**src/rtl/mux_tree_pipe.sv**
```systemverilog
// Pipelined N:1 multiplexer tree built from 2:1 stages, one register per level.
// The effective select and a valid flag travel alongside the data. en=0 freezes
// every register. With auto_en=1 an internal counter replaces sel and steps
// through the channels once per accepted sample.
module mux_tree_pipe #(
   parameter int N = 8,
   parameter int W = 1,
   localparam int L = $clog2(N)
) (
   input  logic           clk,
   input  logic           rst_n,
   input  logic [N*W-1:0] in,
   input  logic [L-1:0]   sel,
   input  logic           in_valid,
   input  logic           en,
   input  logic           auto_en,
   output logic [W-1:0]   out,
   output logic [L-1:0]   out_sel,
   output logic           out_valid
);

   // Tree storage is one flat vector. Level k holds N>>(k+1) entries and starts
   // at entry N - (N>>k), so the single entry of the last level is entry N-2.
   logic [(N-1)*W-1:0] tree_reg;
   logic [(N-1)*W-1:0] tree_next;
   logic [L-1:0]       sel_reg [L];
   logic [L-1:0]       valid_reg;
   logic [L-1:0]       scan_cnt;
   logic [L-1:0]       eff_sel;
   logic [L-1:0]       step_sel;

   assign eff_sel = auto_en ? scan_cnt : sel;

   generate
      for (genvar gi = 0; gi < L; gi++) begin : g_level
         localparam int OFF = N - (N >> gi);
         localparam int CNT = N >> (gi + 1);

         // Level 0 is steered by the incoming select; later levels by the copy
         // of the select that travelled with their data.
         if (gi == 0) begin : g_sel_in
            assign step_sel[gi] = eff_sel[0];
         end else begin : g_sel_pipe
            assign step_sel[gi] = sel_reg[gi-1][gi];
         end

         for (genvar gj = 0; gj < CNT; gj++) begin : g_mux
            if (gi == 0) begin : g_from_in
               assign tree_next[(OFF+gj)*W +: W] = step_sel[gi] ?
                  in[(2*gj+1)*W +: W] : in[(2*gj)*W +: W];
            end else begin : g_from_tree
               localparam int POFF = N - (N >> (gi - 1));
               assign tree_next[(OFF+gj)*W +: W] = step_sel[gi] ?
                  tree_reg[(POFF+2*gj+1)*W +: W] : tree_reg[(POFF+2*gj)*W +: W];
            end
         end
      end
   endgenerate

   // Pipeline registers: data, select copy and valid advance together on en.
   always_ff @(posedge clk or negedge rst_n) begin
      if (!rst_n) begin
         tree_reg  <= '0;
         valid_reg <= '0;
         for (int i = 0; i < L; i++) begin
            sel_reg[i] <= '0;
         end
      end else if (en) begin
         tree_reg     <= tree_next;
         valid_reg[0] <= in_valid;
         sel_reg[0]   <= eff_sel;
         for (int i = 1; i < L; i++) begin
            valid_reg[i] <= valid_reg[i-1];
            sel_reg[i]   <= sel_reg[i-1];
         end
      end
   end

   // Scan counter: restarts at channel 0 whenever manual mode is seen, steps on
   // each accepted auto sample and wraps naturally at N (power of two).
   always_ff @(posedge clk or negedge rst_n) begin
      if (!rst_n) begin
         scan_cnt <= '0;
      end else if (en) begin
         if (!auto_en) begin
            scan_cnt <= '0;
         end else if (in_valid) begin
            scan_cnt <= scan_cnt + L'(1);
         end
      end
   end

   assign out       = tree_reg[(N-2)*W +: W];
   assign out_sel   = sel_reg[L-1];
   assign out_valid = valid_reg[L-1];

endmodule
```
**config.mk**
```make
export PLATFORM = sky130hd
export DESIGN_NAME = mux_tree_pipe
export DESIGN_NICKNAME = d
export VERILOG_FILES = /design/src/rtl/mux_tree_pipe.sv
export SDC_FILE = /design/constraint.sdc
export NUM_CORES = 1
export LEC_CHECK = 0
export ABC_AREA = 1
export BUFFER_PORTS_ARGS = -buffer_cell sky130_fd_sc_hd__buf_2
export CORE_ASPECT_RATIO = 1.75
export CORE_MARGIN = 10
export CORE_UTILIZATION = 45
export CTS_CLUSTER_DIAMETER = 60
export CTS_CLUSTER_SIZE = 20
export DETAILED_ROUTE_END_ITERATION = 12
export PLACE_DENSITY = 0.68
export SLEW_MARGIN = 30
export SYNTH_ARGS = -nofsm -noshare
export SYNTH_HDL_FRONTEND = slang
export SYNTH_SLANG_ARGS = --single-unit
```
**constraint.sdc**
```tcl
create_clock -name clk -period 1.7 [get_ports clk]
set_input_delay 0.34 -clock clk [delete_from_list [all_inputs] [get_ports clk]]
set_output_delay 0.34 -clock clk [all_outputs]
set_load 0.02 [all_outputs]
```
# Yosys cells after proc, flatten, opt, wreduce, memory -nomap -nowiden
# Index checks and enable logic that the tools add are counted.
[totals]
register_bits = 22
latchBits = 0
ram_bits = 0
rom_bits = 0
out_inout_bits = 5
elab_cells = 19
n_memories = 0
[op_classes]
n_addsub = 1
n_mul = 0
div = 0
magnitude_cmp = 0
eq_ne = 1
shifts = 0
n_mux = 10
bitwise = 0
reduce_logical = 1
[op_table]
columns = ["op", "n"]
rows = [
  ["3-bit two-way mux", 3],
  ["1-bit two-way mux", 7],
  ["3-bit by 1-bit adder with 3-bit output (second input constant)", 1],
  ["2-bit != test (second input constant)", 1],
  ["2-bit AND reduction", 1],
]

# Logic depth before layout (Yosys ltp)
[depth]
ltp_word = 3
depth_mapped = 5

# Least setup slack after synthesis
# No wires, ideal clock.
[synth_path]
path_kind = "reg-to-reg"
startpoint = "register scan_cnt[0]"
endpoint = "register scan_cnt[2]"
setup_ps = 123
arrival_time_ps = 812
required_ps = 1577
slack_ps = 765
stages_incl_launch_ff = 6
n_path_buf = 0
synth_period_minus_slack_ps = 935
path_cell_list = "dfrtp_1 > ha_1 > inv_1 > nor2_1 > o21ai_1 > nor2_1"
[synth_via]
elab_chain_len = 3
[synth_rtl]
columns = ["item", "line_no", "rtl"]
rows = [
  ["from (decl)", "28", "logic [L-1:0] scan_cnt;"],
  ["from (signal assigned)", "88", "scan_cnt <= scan_cnt + L'(1);"],
  ["3-bit by 1-bit adder with 3-bit output", "88", ""],
  ["3-bit two-way mux", "87", "end else if (in_valid) begin"],
  ["3-bit two-way mux", "85", "if (!auto_en) begin"],
]
# Every way passes these cells. The select of a mux whose other input is x is not followed.
# A chain may end at the register's enable or synchronous reset.

# Worst setup path in the final report
[layout_path]
startpoint = "register sel_reg, in the netlist out_sel[0]"
endpoint = "output port out_sel[0]"
[layout_rtl]
columns = ["item", "line_no", "rtl"]
rows = [
  ["from (decl)", "26", "logic [L-1:0] sel_reg [L];"],
  ["from (signal, indexed assignment)", "74", "sel_reg[i] <= sel_reg[i-1];"],
  ["to (decl)", "18", "output logic [L-1:0] out_sel,"],
]
# No word-level cell between the ends.

==> out/results.tsv <==
stage	metric	value	unit
grt	fraction of met1 tracks used by global routing	9.261	%
worst_hold_path	Cells on Worst Hold Path	3	
detailed_routing	DRC violation count after routing	0	
synthesis	Syn Std Cell Area	1028	µm²
critical_path	stages on the worst setup path	1	
floorplanning	floorplan row count	22	
critical_path	sort of element at the start of the critical path	register	
worst_hold_path	Worst Hold Class	input port to register	
floorplanning	starting density of the core	47.90	%
clocking	maximum count of clock buffers along a single path	2	
placed_design	routability-driven placement congestion ratio	0.7138	
synthesis	post-synthesis adder-cell area fraction	1.217	%
critical_path	total buffers and inverters traversed by the critical path	1	
grt	met3 capacity usage during global routing	2.439	%
grt	initial antenna violation count	0	
synthesis	Synth Area in XOR/XNOR	0	%
clocking	clock root buffer	clkbuf_4	
synthesis	Ys Warns	0	
floorplanning	die height	83.24	µm
detailed_routing	drt via density	4.873	
critical_path	slowest CP cell	dfrtp_1	
finish	Final nets	160	
floorplanning	CORE AREA	2147	µm²
synthesis	mean instance size in the synthesized netlist	8.362	µm²
clocking	number of H-tree levels	1	
synthesis	#FFs+latches synth	22	
timing	final critical path time including I/O delays and setup	1.195	ns
synthesis	Synth Instances	123	
synthesis	number of enable-type register cells in the synthesized netlist	0	
finish	utilization after layout	53.03	%
power	maximum VDD drop	0.4647	mV
timing	Fmax achieved	837.0	MHz
floorplanning	Top-Level Pins	21	
grt	global-route wire length before repair	3415	µm
critical_path	critical path's largest stage delay	0.40	ns
synthesis	combinational family with the most area after synthesis	simple AND/OR/NAND/NOR gates	
synthesis	post-synthesis async set-or-reset flop share	100.0	%
placed_design	pre-CTS setup slack	0.4838	ns
timing	final clock skew	0.007007	ns
synthesis	prevailing post-synth register cell	dfrtp_1	
clocking	clock transition at the registers of the reported paths	0.12	ns
critical_path	classification of the worst setup path	register to output port	
power	Pwr per Cell Area	944.7	nW/µm²
power	Leak Pwr	0.6205	nW
synthesis	multiplexer area fraction after synthesis	0	%
timing	final setup fails	0	
finish	number of inserted filler cells in the final layout	227	
timing	Total Negative Setup Slacks	0	ns
critical_path	data required time at the worst endpoint	1.36	ns
job	max-capacitance violation count	0	
critical_path	Crit Reg-Reg Startpoint	scan_cnt[0]	
clocking	CTS tree	yes	
clocking	number of buffers created by CTS	3	
detailed_routing	average routed wire per standard cell	11.78	µm
timing	fin worst setup slack	0.5053	ns
worst_hold_path	Hold Path Origin	auto_en	
critical_path	crit-path leading delay family	flip-flops	
grt	GRT busiest layer	met2	
detailed_routing	total detailed-routing wirelength	1944	µm
grt	overall fraction of global-route tracks in use	8.396	%
placed_design	estimated wirelength of the detail-placed design	1509	µm
worst_hold_path	end point of the most critical hold path	scan_cnt[1]	
synthesis	net count after synthesis	140	
timing	Final Hold Viols	0	
critical_path	reg-to-reg endpoint	scan_cnt[2]	
timing	setup repair after global routing missed its margin	no	
critical_path	critical-path cell list	buf_2	
critical_path	minimum setup slack among reg-to-reg paths	0.66	ns
timing	worst-case headroom to the max-slew limit	68.46	%
placed_design	Port Buffer Count	20	
finish	FF+latch area	550.5	µm²
clocking	later-pin clock latency in the skew report	0.30	ns
floorplanning	width of the chip	56.14	µm
grt	met2 Track Usage GR	13.82	%
clocking	number of sinks handled by clock tree synthesis	22	
finish	area of combinational cells with multiple inputs	365.4	µm²
detailed_routing	number of DRC violations after detailed-routing iteration 0	37	
synthesis	area share of and/or/nand/nor cells after synthesis	23.24	%
floorplanning	floorplan die area	4673	µm²
timing	Period Utilization, post-route	70.28	%
timing	pin slew with the least headroom to its limit	0.4731	ns
synthesis	compound-gate portion of the synthesized area	11.07	%
grt	aggregate global routing overflow	0	
critical_path	Worst Reg2Reg Path Length in Cells	5	
grt	number of global-route vias before repair	830	
finish	top library cells by usage in the layout, fill and taps aside	nand2_1, dfrtp_1, buf_2	
synthesis	share of the yosys chip area belonging to registers	53.53	%
synthesis	Synth cell types	16	
status	result of the run	completed	
finish	number of flip-flops under the largest register name	7	
critical_path	maximum fanout along the worst path	2	
timing	Max Slew Vio Count	0	
detailed_routing	count of antenna-violating nets left after detailed routing	0	
detailed_routing	detailed-route via count	804	
timing	worst-case hold slack	0.3354	ns
critical_path	crit path capture type	output port	
grt	maximum number of pins on one net before global-route repair	24	
finish	most frequent standard cell in the layout excluding fill and tap cells	nand2_1	
finish	antenna fix cells	0	
critical_path	data arrival time of the critical path	0.85	ns
finish	share of layout cells above drive strength 1	20.57	%
finish	layout-stage area growth over the synthesis result	10.71	%
detailed_routing	Initial DRT Pass Iterations	4	
power	total chip power	1.076	mW
-- per-layer routing --
layer / up-vias / part of all wire (%)
li1: 422 / -
met1: 364 / 44
met2: 16 / 49
met3: 2 / 5.6
met4: 0 / 0.87
met5: - / 0
-- worst max path at each step --
stage | start | end | slack [ns]
after floorplan | scan_cnt[0] | scan_cnt[2] | 0.77
after global placement | en | valid_reg[1] | 0.53
after detailed placement | en | sel_reg[4] | 0.48
after CTS | out_sel[0] | out_sel[0] | 0.50
after global routing | out_sel[0] | out_sel[0] | 0.46
final | out_sel[0] | out_sel[0] | 0.51
-- Yosys cell counts (2+ instances only) --
cell	number	area share, %
dfrtp_1	22	54
buf_4	4	2.9
nand3_1	12	5.8
o21ai_0	10	4.9
buf_6	2	2.2
o21ai_2	3	2.6
nor2_1	8	2.9
inv_1	14	5.1
o21ai_1	5	2.4
inv_2	2	0.73
nand2_1	36	13
-- cell type report --
| class | count | share of cell area, % |
|---|---|---|
| Timing Repair Buffer | 21 | 9.670 |
| Multi-Input combinational cell | 79 | 32.09 |
| Inverter | 16 | 5.275 |
| Tap cell | 24 | 2.637 |
| Clock buffer | 3 | 1.978 |
| Sequential cell | 22 | 48.35 |
-- what timing repair did --
item,4_1_cts,5_1_grt
hold endpoints to repair,22,0
buffers inserted,0,0
hold buffers,1,0
gates resized for setup,0,0
-- power by group --
group / switching [mW] / internal (mW)
registers: 0.0399 / 0.595
clock network: 0.147 / 0.0826
logic: 0.132 / 0.0797
total: 0.318 / 0.757
-- kinds of logic (layout without fill, tap and decap cells) --
| group | Yosys count | after routing |
|---|---|---|
| fa+ha+maj | 1 | 1 |
| flops | 22 | 22 |
| compound gates | 20 | 20 |
| buf+inv | 22 | 40 |
| simple gates | 58 | 58 |
-- stage by stage --
step	instance area (µm²)	std cells
2_1_floorplan	1028	123
3_3_place_gp	1106	161
3_5_place_dp	1106	161
4_1_cts	1139	165
5_1_grt	1139	165
6_report	1139	165
Note: power is estimated with default switching activity, not from simulation.
